### config.mk
export PLATFORM = sky130hd
export DESIGN_NAME = mem_load_unit
export DESIGN_NICKNAME = d
export VERILOG_FILES = /design/src/rtl/mem_load_unit_pkg.sv /design/src/rtl/mem_load_unit_extend.sv /design/src/rtl/mem_load_unit.sv
export SDC_FILE = /design/constraint.sdc
export NUM_CORES = 1
export LEC_CHECK = 0
export CORE_ASPECT_RATIO = 1.75
export CORE_UTILIZATION = 45
export CTS_BUF_LIST = sky130_fd_sc_hd__clkbuf_2
export CTS_CLUSTER_DIAMETER = 30
export CTS_CLUSTER_SIZE = 16
export DETAILED_ROUTE_END_ITERATION = 10
export HOLD_SLACK_MARGIN = 0.12
export MAX_ROUTING_LAYER = met4
export PLACE_DENSITY = 0.88
export SLEW_MARGIN = 15
export SYNTH_ARGS = -nofsm -noshare
export SYNTH_HDL_FRONTEND = slang
export SYNTH_SLANG_ARGS = --single-unit
### constraint.sdc
create_clock -name CLK -period 2 [get_ports CLK]
set_input_delay 0.3 -clock CLK [delete_from_list [all_inputs] [get_ports CLK]]
set_output_delay 0.3 -clock CLK [all_outputs]
set_load 0.05 [all_outputs]
### src/rtl/mem_load_unit_pkg.sv
// Shared CPU definitions for the load unit: size/state encodings, request
// record and the default acknowledge timeout.
package mem_load_unit_pkg;
  typedef enum logic [1:0] {
    SZ_BYTE = 2'b00,
    SZ_HALF = 2'b01,
    SZ_WORD = 2'b10,
    SZ_RSVD = 2'b11
  } size_e;

  typedef enum logic [1:0] {
    S_IDLE = 2'b00,
    S_REQ  = 2'b01,
    S_DONE = 2'b10,
    S_ERR  = 2'b11
  } state_e;

  localparam int DEF_TIMEOUT = 16;

  typedef struct packed {
    logic [31:0] addr;
    size_e       size;
    logic        sext;
  } load_req_t;

  // Reserved size is rejected alongside misaligned sub-word/word accesses.
  function automatic logic bad_access(input size_e size, input logic [1:0] lo);
    case (size)
      SZ_BYTE: bad_access = 1'b0;
      SZ_HALF: bad_access = lo[0];
      SZ_WORD: bad_access = |lo;
      default: bad_access = 1'b1;
    endcase
  endfunction
endpackage

### src/rtl/mem_load_unit_extend.sv
// Lane select and sign/zero extension of a little-endian read word.
module load_extend
  import mem_load_unit_pkg::*;
(
  input  logic [31:0] rdata,
  input  logic [1:0]  lane,
  input  size_e       size,
  input  logic        sext,
  output logic [31:0] data
);
  logic [3:0][7:0]  bytes;
  logic [1:0][15:0] halves;
  logic [7:0]       b;
  logic [15:0]      h;

  always_comb begin
    bytes  = rdata;
    halves = rdata;
    b      = bytes[lane];
    h      = halves[lane[1]];
    data   = rdata;
    case (size)
      SZ_BYTE: data = {{24{sext & b[7]}}, b};
      SZ_HALF: data = {{16{sext & h[15]}}, h};
      default: data = rdata;
    endcase
  end
endmodule

### src/rtl/mem_load_unit.sv
// Load unit: latches a load request, issues one word read to data memory,
// extends the returned data, and flags misaligned/reserved/timed-out accesses.
module mem_load_unit
  import mem_load_unit_pkg::*;
#(
  parameter int TIMEOUT = DEF_TIMEOUT
) (
  input  logic        CLK,
  input  logic        RST,
  input  logic        start,
  input  logic [31:0] Addr,
  input  logic [1:0]  Size,
  input  logic        SignExt,
  output logic        mem_req,
  output logic [31:0] mem_addr,
  input  logic        mem_ack,
  input  logic [31:0] mem_rdata,
  output logic        busy,
  output logic        done,
  output logic        err,
  output logic [31:0] DataOut
);
  localparam int CW = $clog2(TIMEOUT + 1);

  state_e        state, state_n;
  load_req_t     req_q;
  logic [CW-1:0] cnt;
  logic [31:0]   ext_data;

  load_extend u_ext (
    .rdata (mem_rdata),
    .lane  (req_q.addr[1:0]),
    .size  (req_q.size),
    .sext  (req_q.sext),
    .data  (ext_data)
  );

  always_ff @(posedge CLK) begin
    if (RST) begin
      state   <= S_IDLE;
      req_q   <= '0;
      cnt     <= '0;
      DataOut <= '0;
    end else begin
      state <= state_n;
      if (state == S_IDLE && start)
        req_q <= '{addr: Addr, size: size_e'(Size), sext: SignExt};
      // Counter is held at zero outside REQ, so every REQ entry starts fresh.
      if (state == S_REQ) begin
        if (!mem_ack) cnt <= cnt + 1'b1;
      end else begin
        cnt <= '0;
      end
      if (state == S_REQ && mem_ack) DataOut <= ext_data;
    end
  end

  always_comb begin
    state_n = state;
    case (state)
      S_IDLE: begin
        if (start)
          state_n = bad_access(size_e'(Size), Addr[1:0]) ? S_ERR : S_REQ;
      end
      S_REQ: begin
        // An ack in the final allowed cycle still wins over the timeout.
        if (mem_ack)                        state_n = S_DONE;
        else if (cnt == CW'(TIMEOUT - 1))   state_n = S_ERR;
      end
      default: state_n = S_IDLE;
    endcase
  end

  assign mem_req  = (state == S_REQ);
  assign mem_addr = {req_q.addr[31:2], 2'b00};
  assign busy     = (state != S_IDLE);
  assign done     = (state == S_DONE);
  assign err      = (state == S_ERR);
endmodule

==> flow_summary.ini, run 1 <==
[floorplanning]
core-area_sq_um = 7620
die_x_um = 69.3
num_rows = 42
die_y_um = 120
io_pins = 139
die-area_sq_um = 8300
initial_core_util_pct = 46.8

[timing]
period_share_pct = 91.7
skew_ps = 24.7
finalCriticalPeriod_ps = 1830
tightest_slew_ps = 613
fin_tns_setup_ps = 0
drv_slew = 0
rsz0062_at_grt = false
setup_viol = 0
hold_viol = 0
fmax_mhz = 545
slew_headroom_pct = 59.0

[synth]
ys_types = 40
yosysWarnings = 0
ys.flop_type = dfxtp_1
postSynth.asyncResetShare_pct = 0
synth_cells = 427
yosysSeqAreaShare_pct = 41.5
ys_seq_elements = 74
post_synth.cell_area_avg_sq_um = 8.35
synth-edff-count = 0
syn_area_sq_um = 3570

[pwr]
pwr-share-clk_pct = 20.3
internal_power_w = 0.00208
p_sw_share_pct = 35.6
power.leakage_nw = 2.15
p_per_area_nw_per_um2 = 676
p_seq_share_pct = 49.8
finalPower_w = 0.00324
p_sw_w = 0.00115
ir_drop_uv = 370
combPwrFrac_pct = 29.9

[critical_path]
r2r-end = DataOut[4]
reg2regPathDepth = 5
crit_family = flip-flops
max_stage_delay_ps = 510
r2r-start = req_q[4]
worstSetupStartpointType = flip-flop
cp.arrival_ps = 2250
critPathBufInv = 1
rrSetupSlack_ps = 170
crit_slowest_cell = dfxtp_1
worstPathCellList = buf_4, mux2_4, nor2b_1, a2111oi_1, nor3_1
end_kind = flip-flop
criticalPathCategory = flip-flop to flip-flop
cp.required_ps = 2420
critPathMaxFanout = 8

[cells_and_area]
final_area_sq_um = 4790
final_nets = 601
layout_common_cells = 101 x nand2_1, 74 x dfxtp_1, 69 x clkdlybuf4s50_1
final_core_util_pct = 62.9
area_growth_syn_to_layout_pct = 34.3
diodes = 0
layout.cells.non_filler = 621
layout-drive-gt1-share_pct = 9.76
final_common_cell = nand2_1

[grt]
grt_pass1_wl_um = 15100
track_usage_pct = 23.3
grt_overflow = 0
grt_max_degree = 36
antenna_found_initial = 0
grt_pass1_vias = 3302

[detailed_routing]
drt_iter0_drc = 153
via_per_inst = 5.25
avgRoutedWirePerCell_um = 15.0
vias = 3262
drc = 0
drt-total-wl_um = 9300
drt-pass1-iter-count = 4
drtAntennaViolNets = 0

[clock_tree]
cts_root_buf = clkbuf_2
cts-buffers-inserted = 9
cts.sinks = 74
clock_latency_ps = 530
cts_buffer_depth = 2
cts_setup_buffers = 0
postCtsHoldBufs = 0
clk_pin_slew_ps = 190
cts_tree = yes
htree_levels = 3

[place]
place_inst = 605
place_congestion = 0.820
port_buffers = 136
hpwl_um = 7070
placed_area_sq_um = 4760

[worst_hold_path]
min_path_cells = 2
min_to = mem_addr[5]
min_path_type = input pin to flip-flop
hp-start = RST

[run_status]
status = finished clean

[run]
max_cap_violations = 0
layer usage:
metal	track usage [%]	up-vias	part of all wire (%)
met5	-	-	0
met4	13.9	0	3.7
met3	3.78	25	4.4
met2	40.1	114	54
met1	24.8	1507	38
li1	-	1616	-
cell usage after synthesis, types with 2 or more instances:
cell type  count  area share (%)
a2111oi_1      7             2.0
a211oi_1       6             1.3
a211oi_2      10             3.5
a21oi_1       37             5.2
a32o_1         7             2.0
and2_1         3            0.53
buf_1          2            0.21
buf_2          9             1.3
buf_4         34             7.2
buf_6          3            0.95
clkbuf_1      12             1.3
dfxtp_1       74              42
ha_1           2            0.70
inv_1          5            0.53
mux2_4         7             2.9
mux2i_1       12             3.4
nand2_1      101              11
nand2b_1       8             1.4
nand3b_1       2            0.42
nor2_1        36             3.8
nor2b_1       11             1.9
nor3_1        18             2.5
o21ai_0        2            0.28
or3b_1         2            0.49
xor2_1         2            0.49
worst reg2reg max path, cell delays in order (launching register included):
cell and delay (ps):
dfxtp_1 510, buf_4 260, mux2_4 320, nor2b_1 150, a2111oi_1 390, nor3_1 90
per-stage QoR:
step	hold WS (ps)	worst slack (ps)
6_report	234	167
5_1_grt	233	119
4_1_cts	213	0.864
3_5_place_dp	447	100
3_3_place_gp	441	165
2_1_floorplan	436	418
power by group through the flow:
stage	clock, W	combinational [W]	sequential, W
after floorplan	0	0.000573	0.00175
after global placement	0	0.000991	0.00164
after detailed placement	0	0.00101	0.00165
after CTS	0.000666	0.000971	0.00161
after global routing	0.000738	0.00103	0.00163
final	0.000657	0.000968	0.00161
cell families after synthesis:
kind of cell | count (synthesis) | share of synthesized area [%]
AO/OA/AOI/OAI | 77 | 16.4
XOR/XNOR | 3 | 0.737
adder cells (fa/ha/maj) | 2 | 0.701
buffers and inverters | 65 | 11.4
flip-flops | 74 | 41.5
multiplexers | 19 | 6.31
other | 1 | 0.105
AND/OR/NAND/NOR | 186 | 22.8
layout make-up:
| type | count | area (sq um) |
|---|---|---|
| Clock inverter | 5 | 21.3 |
| Sequential cell | 74 | 1480 |
| Inverter | 5 | 18.8 |
| Clock buffer | 11 | 55.1 |
| Tap cell | 88 | 110 |
| Multi-Input combinational cell | 289 | 1680 |
| Fill cell | 665 | 2830 |
| Timing Repair Buffer | 149 | 1420 |
timing repair:
item,in CTS,in global routing
endpoints found under the hold margin,0,0
endpoints found under the setup margin,54,8
cloned,0,0
resized for setup,54,8
registers in the layout (all words and copies together), names as in the netlist:
register	cells
DataOut	32
state	2
cnt	5
mem_addr	30
req_q	5
how the worst max path moves through the flow:
stage	start	end	cells past startpoint
global placement	mem_rdata[31]	DataOut[19]	6
CTS	mem_addr[23]	mem_addr[23]	1
floorplan	state[0]	DataOut[16]	5
finish	req_q[4]	DataOut[4]	5
global route	req_q[4]	DataOut[3]	5
detailed placement	mem_rdata[31]	DataOut[23]	6
(Power assumes the default switching activity.)
==> run 2: changes to the inputs <==
--- a/config.mk
+++ b/config.mk
@@ -6,14 +6,14 @@
 export NUM_CORES = 1
 export LEC_CHECK = 0
 export CORE_ASPECT_RATIO = 1.75
-export CORE_UTILIZATION = 45
-export CTS_BUF_LIST = sky130_fd_sc_hd__clkbuf_2
+export CORE_UTILIZATION = 44
+export CTS_BUF_LIST = sky130_fd_sc_hd__clkbuf_16
 export CTS_CLUSTER_DIAMETER = 30
 export CTS_CLUSTER_SIZE = 16
 export DETAILED_ROUTE_END_ITERATION = 10
 export HOLD_SLACK_MARGIN = 0.12
 export MAX_ROUTING_LAYER = met4
-export PLACE_DENSITY = 0.88
+export PLACE_DENSITY = 0.87
 export SLEW_MARGIN = 15
 export SYNTH_ARGS = -nofsm -noshare
 export SYNTH_HDL_FRONTEND = slang
==> run 2 against run 1 <==
Net effect: die area is 2.2% higher; flip-flop and latch count stayed put; combinational power is 4% higher; non-clock buffer count is 1 higher; setup slack better by 11 ps; final cell count is 0.48% higher; clock skew is 20 ps lower; register-to-register slack better by 60 ps; largest power group unchanged.
==> flow_summary.ini, run 2 (synthesis results as in run 1) <==
[timing]
skew_ps = 4.68
fin_tns_setup_ps = 0
slew_headroom_pct = 58.5
fmax_mhz = 549
drv_slew = 0
finalCriticalPeriod_ps = 1820
fin_hold_ws_ps = 438
tightest_slew_ps = 621
hold_viol = 0
setup_viol = 0
period_share_pct = 91.1
rsz0062_at_grt = false

[critical_path]
crit_slowest_cell = clkdlybuf4s50_1
cp.arrival_ps = 1520
crit_family = buffers and inverters
cp.required_ps = 1700
criticalPathCategory = flip-flop to output port
max_stage_delay_ps = 850
critPathMaxFanout = 2
worstPathCellList = clkdlybuf4s50_1
end_kind = output port
critPathBufInv = 1
worstSetupStartpointType = flip-flop

[clock_tree]
htree_levels = 3
cts-resized-gates = 1
clk_pin_slew_ps = 60
cts_buffer_depth = 2
cts.sinks = 74
cts_root_buf = clkbuf_16
cts_setup_buffers = 0
cts_tree = yes
cts-buffers-inserted = 9
clock_latency_ps = 330
postCtsHoldBufs = 0

[pwr]
p_per_area_nw_per_um2 = 826
p_seq_share_pct = 38.8
p_sw_share_pct = 30.0
combPwrFrac_pct = 24.2
pwr-share-clk_pct = 37.0
power.leakage_nw = 1.86
ir_drop_uv = 472
p_sw_w = 0.00125
internal_power_w = 0.00292

[detailed_routing]
avgRoutedWirePerCell_um = 15.0
drtAntennaViolNets = 0
vias = 3278
drt_iter0_drc = 137
drt-pass1-iter-count = 7
drc = 0
via_per_inst = 5.25
drt-total-wl_um = 9340

[cells_and_area]
diodes = 0
largest_reg_flops = 32
final_common_cell = clkdlybuf4s50_1
final_nets = 602
layout-drive-gt1-share_pct = 9.74
layout.cells.non_filler = 624
layout_common_cells = 131 x clkdlybuf4s50_1, 101 x nand2_1, 74 x dfxtp_1
final_core_util_pct = 63.8
top_register = DataOut
area_growth_syn_to_layout_pct = 41.5
n_fill_cell = 645

[grt]
grt_pass1_wl_um = 15100
grt_overflow = 0
antenna_found_initial = 0
grt_pass1_vias = 3305
track_usage_pct = 23.0
grt_max_degree = 36

[place]
port_buffers = 136
place_congestion = 0.822
hpwl_um = 7130
place_inst = 608

[floorplanning]
core-area_sq_um = 7910
die_x_um = 70.1
initial_core_util_pct = 45.1
die-area_sq_um = 8490
die_y_um = 121
io_pins = 139
num_rows = 43

[run]
max_cap_violations = 0

[run_status]
status = finished clean

[worst_hold_path]
min_path_type = input pin to flip-flop
[run 2: final timing paths]
kind         cells past startpoint  slack (ps)          from            to
min                              2         440           RST   mem_addr[6]
max reg2reg                      5         230      req_q[4]    DataOut[1]
min reg2reg                      2         460  mem_addr[25]  mem_addr[25]
max                              1         180    DataOut[3]    DataOut[3]
[run 2: through the flow]
stage / area (sq um) / power (W) / worst slack (ps)
floorplan: 3570 / 0.00233 / 418
global placement: 4760 / 0.00263 / 132
detailed placement: 4760 / 0.00266 / 96.3
CTS: 5050 / 0.00420 / 179
global route: 5050 / 0.00433 / 27.2
finish: 5050 / 0.00417 / 178
[run 2: layer usage]
metal	track usage [%]	part of all wire, %
met1	23.5	38
met4	16.5	6.2
met2	39.2	51
met3	4.24	4.6
met5	-	0
[run 2: power groups by stage]
stage | combinational (W) | clock (W) | sequential [W]
after floorplan | 0.000573 | 0 | 0.00175
after global placement | 0.000987 | 0 | 0.00164
after detailed placement | 0.00101 | 0 | 0.00165
after CTS | 0.00101 | 0.00156 | 0.00162
after global routing | 0.00107 | 0.00163 | 0.00163
final | 0.00101 | 0.00154 | 0.00162
[run 2: layout make-up]
cell class | count | area (sq um) | area share (%)
flip-flops and latches | 74 | 1480 | 29.3
inverters | 5 | 18.8 | 0.372
clock inverters | 7 | 61.3 | 1.21
well taps | 90 | 113 | 2.23
clock buffers | 9 | 225 | 4.46
multi-input cells | 289 | 1680 | 33.4
repair buffers | 150 | 1470 | 29.0
==> run 3: changes to the inputs <==
--- a/config.mk
+++ b/config.mk
@@ -11,7 +11,6 @@
 export CTS_CLUSTER_DIAMETER = 30
 export CTS_CLUSTER_SIZE = 16
 export DETAILED_ROUTE_END_ITERATION = 10
-export HOLD_SLACK_MARGIN = 0.12
 export MAX_ROUTING_LAYER = met4
 export PLACE_DENSITY = 0.87
 export SLEW_MARGIN = 15
==> results of run 3 <==
Final layout, timing and power as in run 2 (identical DEF).
